===== src/rtl/btn_chord_debouncer.sv =====
// btn_chord_debouncer
// Conditions the four raw keypad buttons for the door-lock sequence checker.
// It synchronises each button and debounces all four together as one chord.
// The held chord is presented on btn_clean, with one-cycle press and release strobes.
// btn_clean only changes after the synchronised chord has been constant for
// DEBOUNCE_CYCLES+1 consecutive evaluations. Bounces, glitches and skewed partial
// chords therefore never reach the lock FSM.
// Optional feature: define BTN_PRESS_CNT_EN to add a saturating 8-bit press counter.

module btn_chord_debouncer #(
   parameter int DEBOUNCE_CYCLES = 16,
   parameter int SYNC_STAGES     = 2
) (
   input  logic       clk,
   input  logic       reset,
   input  logic [3:0] btn_raw,
   output logic [3:0] btn_clean,
   output logic       btn_valid,
   output logic       btn_release
`ifdef BTN_PRESS_CNT_EN
   ,
   output logic [7:0] press_count
`endif
);

   localparam int CNT_W = $clog2(DEBOUNCE_CYCLES);
   localparam logic [CNT_W-1:0] CNT_MAX = CNT_W'(DEBOUNCE_CYCLES - 1);

   typedef enum logic {
      STABLE   = 1'b0,
      SETTLING = 1'b1
   } state_t;

   state_t           state;
   state_t           state_next;
   logic [3:0]       sync_chain [SYNC_STAGES];
   logic [3:0]       sync;
   logic [3:0]       cand;
   logic [3:0]       cand_next;
   logic [CNT_W-1:0] cnt;
   logic [CNT_W-1:0] cnt_next;
   logic [3:0]       clean_next;
   logic             valid_next;
   logic             release_next;

   assign sync = sync_chain[SYNC_STAGES-1];

   // Per-bit synchroniser chain that brings the asynchronous buttons into the clk domain
   always_ff @(posedge clk) begin
      if (reset) begin
         for (int i = 0; i < SYNC_STAGES; i++) begin
            sync_chain[i] <= 4'b0000;
         end
      end else begin
         sync_chain[0] <= btn_raw;
         for (int i = 1; i < SYNC_STAGES; i++) begin
            sync_chain[i] <= sync_chain[i-1];
         end
      end
   end

   // State register together with the candidate chord, counter and registered outputs
   always_ff @(posedge clk) begin
      if (reset) begin
         state       <= STABLE;
         cand        <= 4'b0000;
         cnt         <= '0;
         btn_clean   <= 4'b0000;
         btn_valid   <= 1'b0;
         btn_release <= 1'b0;
      end else begin
         state       <= state_next;
         cand        <= cand_next;
         cnt         <= cnt_next;
         btn_clean   <= clean_next;
         btn_valid   <= valid_next;
         btn_release <= release_next;
      end
   end

   // Next-state logic: leave STABLE on any change, return once the chord is accepted or bounces back
   always_comb begin
      state_next = state;
      case (state)
         STABLE: begin
            if (sync != cand) begin
               state_next = SETTLING;
            end
         end
         SETTLING: begin
            if (sync != cand) begin
               if (sync == btn_clean) begin
                  state_next = STABLE;
               end
            end else if (cnt == CNT_MAX) begin
               state_next = STABLE;
            end
         end
         default: state_next = STABLE;
      endcase
   end

   // Datapath and strobe values: restart on any bit change, count while steady, accept at the limit
   always_comb begin
      cand_next    = cand;
      cnt_next     = cnt;
      clean_next   = btn_clean;
      valid_next   = 1'b0;
      release_next = 1'b0;
      case (state)
         STABLE: begin
            if (sync != cand) begin
               cand_next = sync;
               cnt_next  = '0;
            end
         end
         SETTLING: begin
            if (sync != cand) begin
               cand_next = sync;
               cnt_next  = '0;
            end else if (cnt < CNT_MAX) begin
               cnt_next = cnt + CNT_W'(1);
            end else begin
               clean_next   = cand;
               valid_next   = (cand != 4'b0000);
               release_next = (cand == 4'b0000);
            end
         end
         default: begin
            cand_next = cand;
         end
      endcase
   end

`ifdef BTN_PRESS_CNT_EN
   // Count accepted presses, updating in the same cycle as btn_valid and sticking at 255
   always_ff @(posedge clk) begin
      if (reset) begin
         press_count <= 8'd0;
      end else if (valid_next && (press_count != 8'hFF)) begin
         press_count <= press_count + 8'd1;
      end
   end
`endif

endmodule

===== config.mk =====
export PLATFORM = sky130hd
export DESIGN_NAME = btn_chord_debouncer
export DESIGN_NICKNAME = d
export VERILOG_FILES = /design/src/rtl/btn_chord_debouncer.sv
export SDC_FILE = /design/constraint.sdc
export NUM_CORES = 1
export LEC_CHECK = 0
export ABC_AREA = 1
export BUFFER_PORTS_ARGS = -buffer_cell sky130_fd_sc_hd__buf_2
export CORE_MARGIN = 10
export CORE_UTILIZATION = 55
export CTS_CLUSTER_DIAMETER = 200
export CTS_CLUSTER_SIZE = 10
export DETAILED_ROUTE_END_ITERATION = 10
export PLACE_DENSITY_LB_ADDON = 0.2
export SLEW_MARGIN = 20
export SYNTH_ARGS = -nofsm -noshare
export SYNTH_HDL_FRONTEND = slang
export SYNTH_SLANG_ARGS = --single-unit

===== constraint.sdc =====
create_clock -name clk -period 1.6 [get_ports clk]
set_input_delay 0.32 -clock clk [delete_from_list [all_inputs] [get_ports clk]]
set_output_delay 0.32 -clock clk [all_outputs]
set_load 0.01 [all_outputs]

==> Yosys cells after proc, flatten, opt, wreduce, memory -nomap -nowiden <==
Memories as Yosys holds them, arrays and structs flattened.
Index checks and enable logic that the tools add are counted.
{ "op_classes": {"reduce_logical": 5, "order_cmp": 1, "n_bitwise": 5, "n_addsub": 1, "n_mux": 15, "n_eq_ne": 5} }
{ "ops": {"columns": ["cell", "n"], "rows": [
  ["2-to-1 mux 4 bit", 6],
  ["case mux 4 bit (2 select lines)", 1],
  ["2-to-1 mux 1 bit", 7],
  ["adder 4 x 1 -> 4 bit, second input constant", 1],
  ["equality test 4 bit", 1],
  ["equality test 4 bit, second input constant", 1],
  ["logical NOT 4 bit", 1],
  ["less-than comparator 4 bit, second input constant", 1],
  ["inequality test 4 bit", 1],
  ["nonzero test 4 bit", 1],
  ["OR reduction 4 bit", 1],
  ["inequality test 3 x 1 -> 1 bit, second input constant", 1],
  ["NOT 1 bit", 3],
  ["AND reduction 3 bit", 1],
  ["inequality test 2 bit, second input constant", 1],
  ["OR 1 bit", 2],
  ["case mux 1 bit (2 select lines)", 1],
  ["AND reduction 2 bit", 1]
]} }
{ "word_totals": {"word_cells": 39, "n_memories": 1, "ff_bits": 15, "out_inout_bits": 6, "mem_bits_rw": 8, "in_bits": 6} }
{ "mem_list": {"columns": ["memory", "depth", "word_bits", "read_ports", "rd_ports_with_merged_regs", "wr", "line_no", "text"], "rows": [
  ["sync_chain", 2, 4, 2, 0, 2, "36", "logic [3:0] sync_chain [SYNC_STAGES];"]
]} }

==> Longest topological paths before layout <==
Gate-level depths: netlist (run 1).
{ "logic_depth": {"depth_word": 4, "mapped_depth": 8, "ltp_nobuf": 8} }

==> Worst setup path after synthesis (run 1) <==
No wires, ideal clock.
{ "synth_path": {"path_kind": "register to register", "from": "reg cnt[0]", "to": "reg btn_clean[0]", "required_time_ns": 1.487, "path_buffers": 0, "slack_ns": 0.425, "synth_period_minus_slack_ns": 1.175, "t_arrival_ns": 1.062, "setup_time_ns": 0.113, "stages_incl_launch_ff": 7, "path_cell_list": "dfxtp_1 > ha_1 > nand3_1 > nor2_1 > nand3_4 > nor2_1 > nor2_1"} }
{ "synth_via": {"elab_chain_cells": 3} }
{ "synth_lines": {"columns": ["item", "line_no", "text"], "rows": [
  ["start: declaration", "40", "logic [CNT_W-1:0] cnt;"],
  ["start signal: assignment", "74", "cnt <= cnt_next;"],
  ["less-than comparator 4 bit", "121", "end else if (cnt < CNT_MAX) begin"],
  ["NOT 1 bit (no line)", null, null],
  ["AND reduction 3 bit (no line)", null, null],
  ["end signal: assignment", "75", "btn_clean <= clean_next;"],
  ["end: declaration", "17", "output logic [3:0] btn_clean,"]
]} }
No other way between the ends.
A chain may end at the register's enable or synchronous reset.

==> Final worst setup path (run 1) <==
{ "layout_path": {"from": "reg cnt[0]", "to": "reg btn_clean[1]"} }
The elaborated chain is that of the path after synthesis.

==> impl_metrics.env, run 1 <==
export IMPL_antenna_found_initial=0
export IMPL_drt_wirelength_per_cell_um=10.65
export IMPL_io_buffers=11
export IMPL_mappedNetlistNets=138
export IMPL_drive_gt1_share_pct=18.62
export IMPL_ys_async_sr_fraction_pct=0
export IMPL_die_x_um=62.50
export IMPL_post_cts_buffers=0
export IMPL_min_from="btn_raw[3]"
export IMPL_htreeDepth=1
export IMPL_fin_nets=153
export IMPL_final_util_pct=63.84
export IMPL_drt_initial_drc_count=20
export IMPL_start_util_pct=57.54
export IMPL_outcome="completed"
export IMPL_powerDensity_nw_per_um2=878.9
export IMPL_cp_arrival_ps=1610
export IMPL_io_pins=12
export IMPL_synth_seq_cells=23
export IMPL_start_kind="flip-flop"
export IMPL_path_max_fanout=10
export IMPL_grt_pass1_vias=749
export IMPL_ys_seq_area_share_pct=46.35
export IMPL_coreArea_sq_um=1727
export IMPL_syn_area_sq_um=993.5
export IMPL_critPathKind="flip-flop to flip-flop"
export IMPL_worst_slack_ps=232.4
export IMPL_fmax_ghz=0.7312
export IMPL_reg2reg_depth=7
export IMPL_avgSynthCellArea_sq_um=7.584
export IMPL_finalMaxSlewViolations=0
export IMPL_cts_buffers_inserted=3
export IMPL_clk_pin_slew_worst_paths_ps=120
export IMPL_fillers=161
export IMPL_cts_resized=0
export IMPL_final_common_cell="nor2_1"
export IMPL_final_hold_viol_count=0
export IMPL_r2r_start="cnt[0]"
export IMPL_place_gp_congestion=0.8475
export IMPL_clock_sinks=23
export IMPL_fp_dieH_um=62.50
export IMPL_cts_hold_buf=0
export IMPL_synthDistinctLibCells=19
export IMPL_antenna_left=0
export IMPL_num_rows=15
export IMPL_root_buffer="clkbuf_4"
export IMPL_tns_ps=0
export IMPL_clock_path_buffers=2
export IMPL_met1_usage_pct=9.734
export IMPL_clk_latency_ps=300
export IMPL_cellLeakagePower_nw=0.5429
export IMPL_viasPerCell=4.694
export IMPL_rsz0062_at_grt="no"
export IMPL_yosys_warnings=0
export IMPL_cap_viol_max_count=0
export IMPL_clock_skew_ps=2.180
export IMPL_hpwlAfterDp_mm=1.461
export IMPL_synthCells=131
export IMPL_area_growth_synth_to_final_pct=10.96
export IMPL_ys_flop_type="dfxtp_1"
export IMPL_finalSetupViolCount=0
export IMPL_maxSlewHeadroom_pct=85.14
export IMPL_worstMarginPinSlew_ps=222.7
export IMPL_cts_tree="done"
export IMPL_cp_startpoint="cnt[0]"
export IMPL_num_vias=798
export IMPL_ir_drop_v=0.0006148
export IMPL_grt_usage_pct=9.475
export IMPL_finalNonFillerCells=170
export IMPL_fin_crit_sh_pct=85.48
export IMPL_die_area_sq_um=3906
export IMPL_hold_depth=3
export IMPL_use_met3_pct=3.047
export IMPL_diodes=0
export IMPL_critical_path_required_ps=1840
export IMPL_grt_overflow_total=0
export IMPL_most_common_layout_cells="27 x nor2_1, 24 x nand2_1, 23 x dfxtp_1, 22 x inv_1, 11 x buf_2"
export IMPL_grt_max_degree=14
export IMPL_drt_total_wl_mm=1.811
export IMPL_synth_edf_count=0
export IMPL_gr_usage_met2_pct=17.44
export IMPL_drc_errors=0
export IMPL_post_place_ws_ps=261.5
export IMPL_dr_pass1_iters=4
export IMPL_grt_busiest_layer="met2"
export IMPL_grt_pass1_wl_mm=3.063
export IMPL_crit_path_end_kind="flip-flop"
export IMPL_hold_path_class="primary input to flip-flop"
export IMPL_fin_crit_ps=1368
export IMPL_whs_ps=211.5
export IMPL_dp_cells=166
## routing by layer
metal	share of wire, %	up-vias	wire, um
met1	46	364	831
met3	3.0	4	55
met5	0	-	0
met4	1.2	0	21
li1	-	422	-
met2	50	8	902
## power by group
group / switching (mW) / internal, mW
combinational: 0.0655 / 0.0437
sequential: 0.0122 / 0.591
clock: 0.160 / 0.0970
total: 0.237 / 0.731
## metrics by stage
step                cell area, sq um  power (mW)
floorplan                      993.5      0.7016
global placement                1076      0.7221
detailed placement              1076      0.7255
CTS                             1102      0.9789
global route                    1102       1.022
finish                          1102      0.9688
## Yosys cell counts, types with 2 or more instances
cell type	n	share of area, %
a21oi_1	4	2.0
dfxtp_1	23	46
inv_1	22	8.3
inv_2	3	1.1
nand2_1	24	9.1
nand2_2	4	2.5
nand3_1	5	2.5
nand4_1	6	3.8
nor2_1	27	10
nor2_8	2	4.0
xnor2_1	3	2.6
## logic make-up (layout without fill, tap and decap cells)
family / Yosys count / in the layout / share of synthesized area [%]
XOR/XNOR: 3 / 3 / 2.645
buffers and inverters: 27 / 41 / 10.58
AND/OR/NAND/NOR: 73 / 73 / 37.15
adder cells (fa/ha/maj): 1 / 1 / 1.259
flip-flops: 23 / 23 / 46.35
AO/OA/AOI/OAI: 4 / 4 / 2.015
## area by class of cell
type / count / area (sq um) / area share (%)
flip-flops and latches: 23 / 460.4 / 41.77
clock buffers: 4 / 26.28 / 2.384
multi-input cells: 81 / 427.9 / 38.82
well taps: 25 / 31.28 / 2.838
inverters: 25 / 93.84 / 8.513
repair buffers: 12 / 62.56 / 5.675
## worst max-delay path, stage by stage, from the launching register on
cell	delay [ps]
dfxtp_1	390
ha_1	210
nand3_1	110
nor2_1	190
nand3_4	170
nand2_1	100
nand2_1	60
nor2_1	100
## final timing paths
| kind | end | slack [ps] |
|---|---|---|
| setup / recovery | btn_clean[1] | 230 |
| hold / removal | sync_chain[0][3] | 210 |
| setup reg to reg | btn_clean[1] | 230 |
| hold reg to reg | sync_chain[0][5] | 410 |
## flip-flops by register name, indices dropped and copies added, names as in the netlist
register	flops
btn_clean	4
btn_release	1
btn_valid	1
cand	4
cnt	4
state	1
sync_chain	8
No activity file was read; power rests on OpenSTA's default activity.
==> run 2: changes to the inputs <==
--- a/config.mk
+++ b/config.mk
@@ -7,4 +7,5 @@
 export LEC_CHECK = 0
 export ABC_AREA = 1
+export ABC_CLOCK_PERIOD_IN_PS = 1600
 export BUFFER_PORTS_ARGS = -buffer_cell sky130_fd_sc_hd__buf_2
 export CORE_MARGIN = 10
@@ -13,5 +14,5 @@
 export CTS_CLUSTER_SIZE = 10
 export DETAILED_ROUTE_END_ITERATION = 10
-export PLACE_DENSITY_LB_ADDON = 0.2
+export PLACE_DENSITY = 0.87
 export SLEW_MARGIN = 20
 export SYNTH_ARGS = -nofsm -noshare
==> constraint.sdc (replaced) <==
create_clock -name clk -period 1.6 [get_ports clk]
set_input_delay 0.24 -clock clk [delete_from_list [all_inputs] [get_ports clk]]
set_output_delay 0.24 -clock clk [all_outputs]
set_load 0.01 [all_outputs]
==> impl_metrics.env, run 2 (same netlist as run 1, synthesis figures left out) <==
export IMPL_root_buffer="clkbuf_4"
export IMPL_hold_path_class="primary input to flip-flop"
export IMPL_fillers=141
export IMPL_cp_startpoint="cnt[0]"
export IMPL_cts_tree="done"
export IMPL_crit_path_end_kind="flip-flop"
export IMPL_io_pins=12
export IMPL_grt_max_degree=17
export IMPL_worstMarginPinSlew_ps=228.6
export IMPL_fmax_ghz=0.7014
export IMPL_powerDensity_nw_per_um2=908.5
export IMPL_fin_crit_sh_pct=89.10
export IMPL_outcome="completed"
export IMPL_post_cts_buffers=0
export IMPL_io_buffers=11
export IMPL_r2r_start="cnt[0]"
export IMPL_min_from="btn_raw[3]"
export IMPL_critPathKind="flip-flop to flip-flop"
export IMPL_worst_path_most_repeated_cell="nand3_1"
export IMPL_cp_slowest_cell="dfxtp_1"
export IMPL_finalNonFillerCells=170
export IMPL_grt_pass1_vias=891
export IMPL_start_kind="flip-flop"
export IMPL_most_common_layout_cells="27 x nor2_1, 24 x nand2_1, 23 x dfxtp_1, 22 x inv_1, 11 x buf_2"
export IMPL_critPathBufInv=0
export IMPL_drt_wirelength_per_cell_um=11.48
export IMPL_post_place_ws_ps=270.1
export IMPL_die_area_sq_um=3906
export IMPL_final_hold_viol_count=0
export IMPL_rsz0062_at_grt="no"
export IMPL_clk_pin_slew_worst_paths_ps=140
export IMPL_num_vias=839
export IMPL_cts_resized=0
export IMPL_cts_buffers_inserted=3
export IMPL_dr_pass1_iters=6
export IMPL_p_total_mw=1.005
export IMPL_crit_family="simple AND/OR/NAND/NOR gates"
export IMPL_grt_pass1_wl_mm=3.463
export IMPL_fin_crit_ps=1426
export IMPL_final_util_pct=64.06
export IMPL_clock_sinks=23
export IMPL_num_rows=15
export IMPL_cap_viol_max_count=0
export IMPL_clock_skew_ps=9.092
export IMPL_htreeDepth=1
export IMPL_cp_arrival_ps=1660
export IMPL_antenna_left=0
export IMPL_slowest_delay_ps=400
export IMPL_largest_register_ffs=8
export IMPL_finalMaxSlewViolations=0
export IMPL_tns_ps=0
export IMPL_drt_total_wl_mm=1.951
export IMPL_fin_nets=153
export IMPL_maxSlewHeadroom_pct=84.72
export IMPL_drc_errors=0
export IMPL_multi_input_area_sq_um=427.9
export IMPL_coreArea_sq_um=1727
export IMPL_drt_initial_drc_count=29
export IMPL_path_cells="ha_1, nand3_1, nand2_1, nand3_1, a21oi_1, nor2_1"
export IMPL_clock_path_buffers=2
export IMPL_hpwlAfterDp_mm=1.470
export IMPL_antenna_found_initial=0
export IMPL_dp_cells=166
export IMPL_cellLeakagePower_nw=0.5419
export IMPL_die_x_um=62.50
export IMPL_viasPerCell=4.935
export IMPL_critical_path_required_ps=1840
export IMPL_fp_dieH_um=62.50
export IMPL_grt_usage_pct=10.47
export IMPL_clk_latency_ps=330
export IMPL_seq_area_sq_um=460.4
export IMPL_start_util_pct=57.54
export IMPL_final_common_cell="nor2_1"
export IMPL_worst_slack_ps=174.4
export IMPL_cts_hold_buf=0
export IMPL_place_gp_congestion=0.8639
export IMPL_area_growth_synth_to_final_pct=11.33
export IMPL_drive_gt1_share_pct=19.31
export IMPL_finalSetupViolCount=0
export IMPL_grt_overflow_total=0
export IMPL_diodes=0
export IMPL_path_max_fanout=6
export IMPL_ir_drop_v=0.0006659
export IMPL_registers_top_by_ff_count="sync_chain"
run 2: cell types whose count changed in the layout (fill, tap and decap cells not counted), sizes merged:
cell,change
clkbuf,-1
clkinvlp,+1
run 2: report_power, final:
part           switching, mW  leakage [nW]  internal, mW
Sequential            0.0126         0.188         0.591
Combinational         0.0680         0.340        0.0438
Clock                  0.194        0.0139        0.0960
run 2: path summary, 6_finish.rpt:
check | slack (ps) | cells past startpoint | end
worst max-delay path | 170 | 6 | cnt[2]
worst min-delay path | 90 | 3 | sync_chain[0][3]
worst max register to register | 170 | 6 | cnt[2]
worst min register to register | 410 | 2 | sync_chain[0][4]
run 2: layout make-up:
class                           count  share of cell area, %
Clock buffer                        3                  2.036
Clock inverter                      1                 0.6787
Inverter                           25                  8.484
Multi-Input combinational cell     81                  38.69
Sequential cell                    23                  41.63
Tap cell                           25                  2.828
Timing Repair Buffer               12                  5.656
run 2: layer usage:
metal  global-route usage [%]  part of all wire [%]  vias to the layer above
li1                         -                     -                      422
met1                    10.57                    41                      371
met2                    18.33                    49                       30
met3                    2.867                   5.5                       16
met4                    6.983                   4.9                        0
met5                        0                     0                        -
run 2: per-stage QoR:
stage	hold WS (ps)	cell area (sq um)
detailed placement	395.8	1076
floorplan	347.0	993.5
finish	87.74	1106
global placement	388.9	1076
global route	93.29	1106
CTS	96.27	1106
run 2: worst min-delay path, delay by kind of cell:
| family | cells | cell delay [ps] |
|---|---|---|
| simple gates | 1 | 30 |
| buf+inv | 2 | 130 |
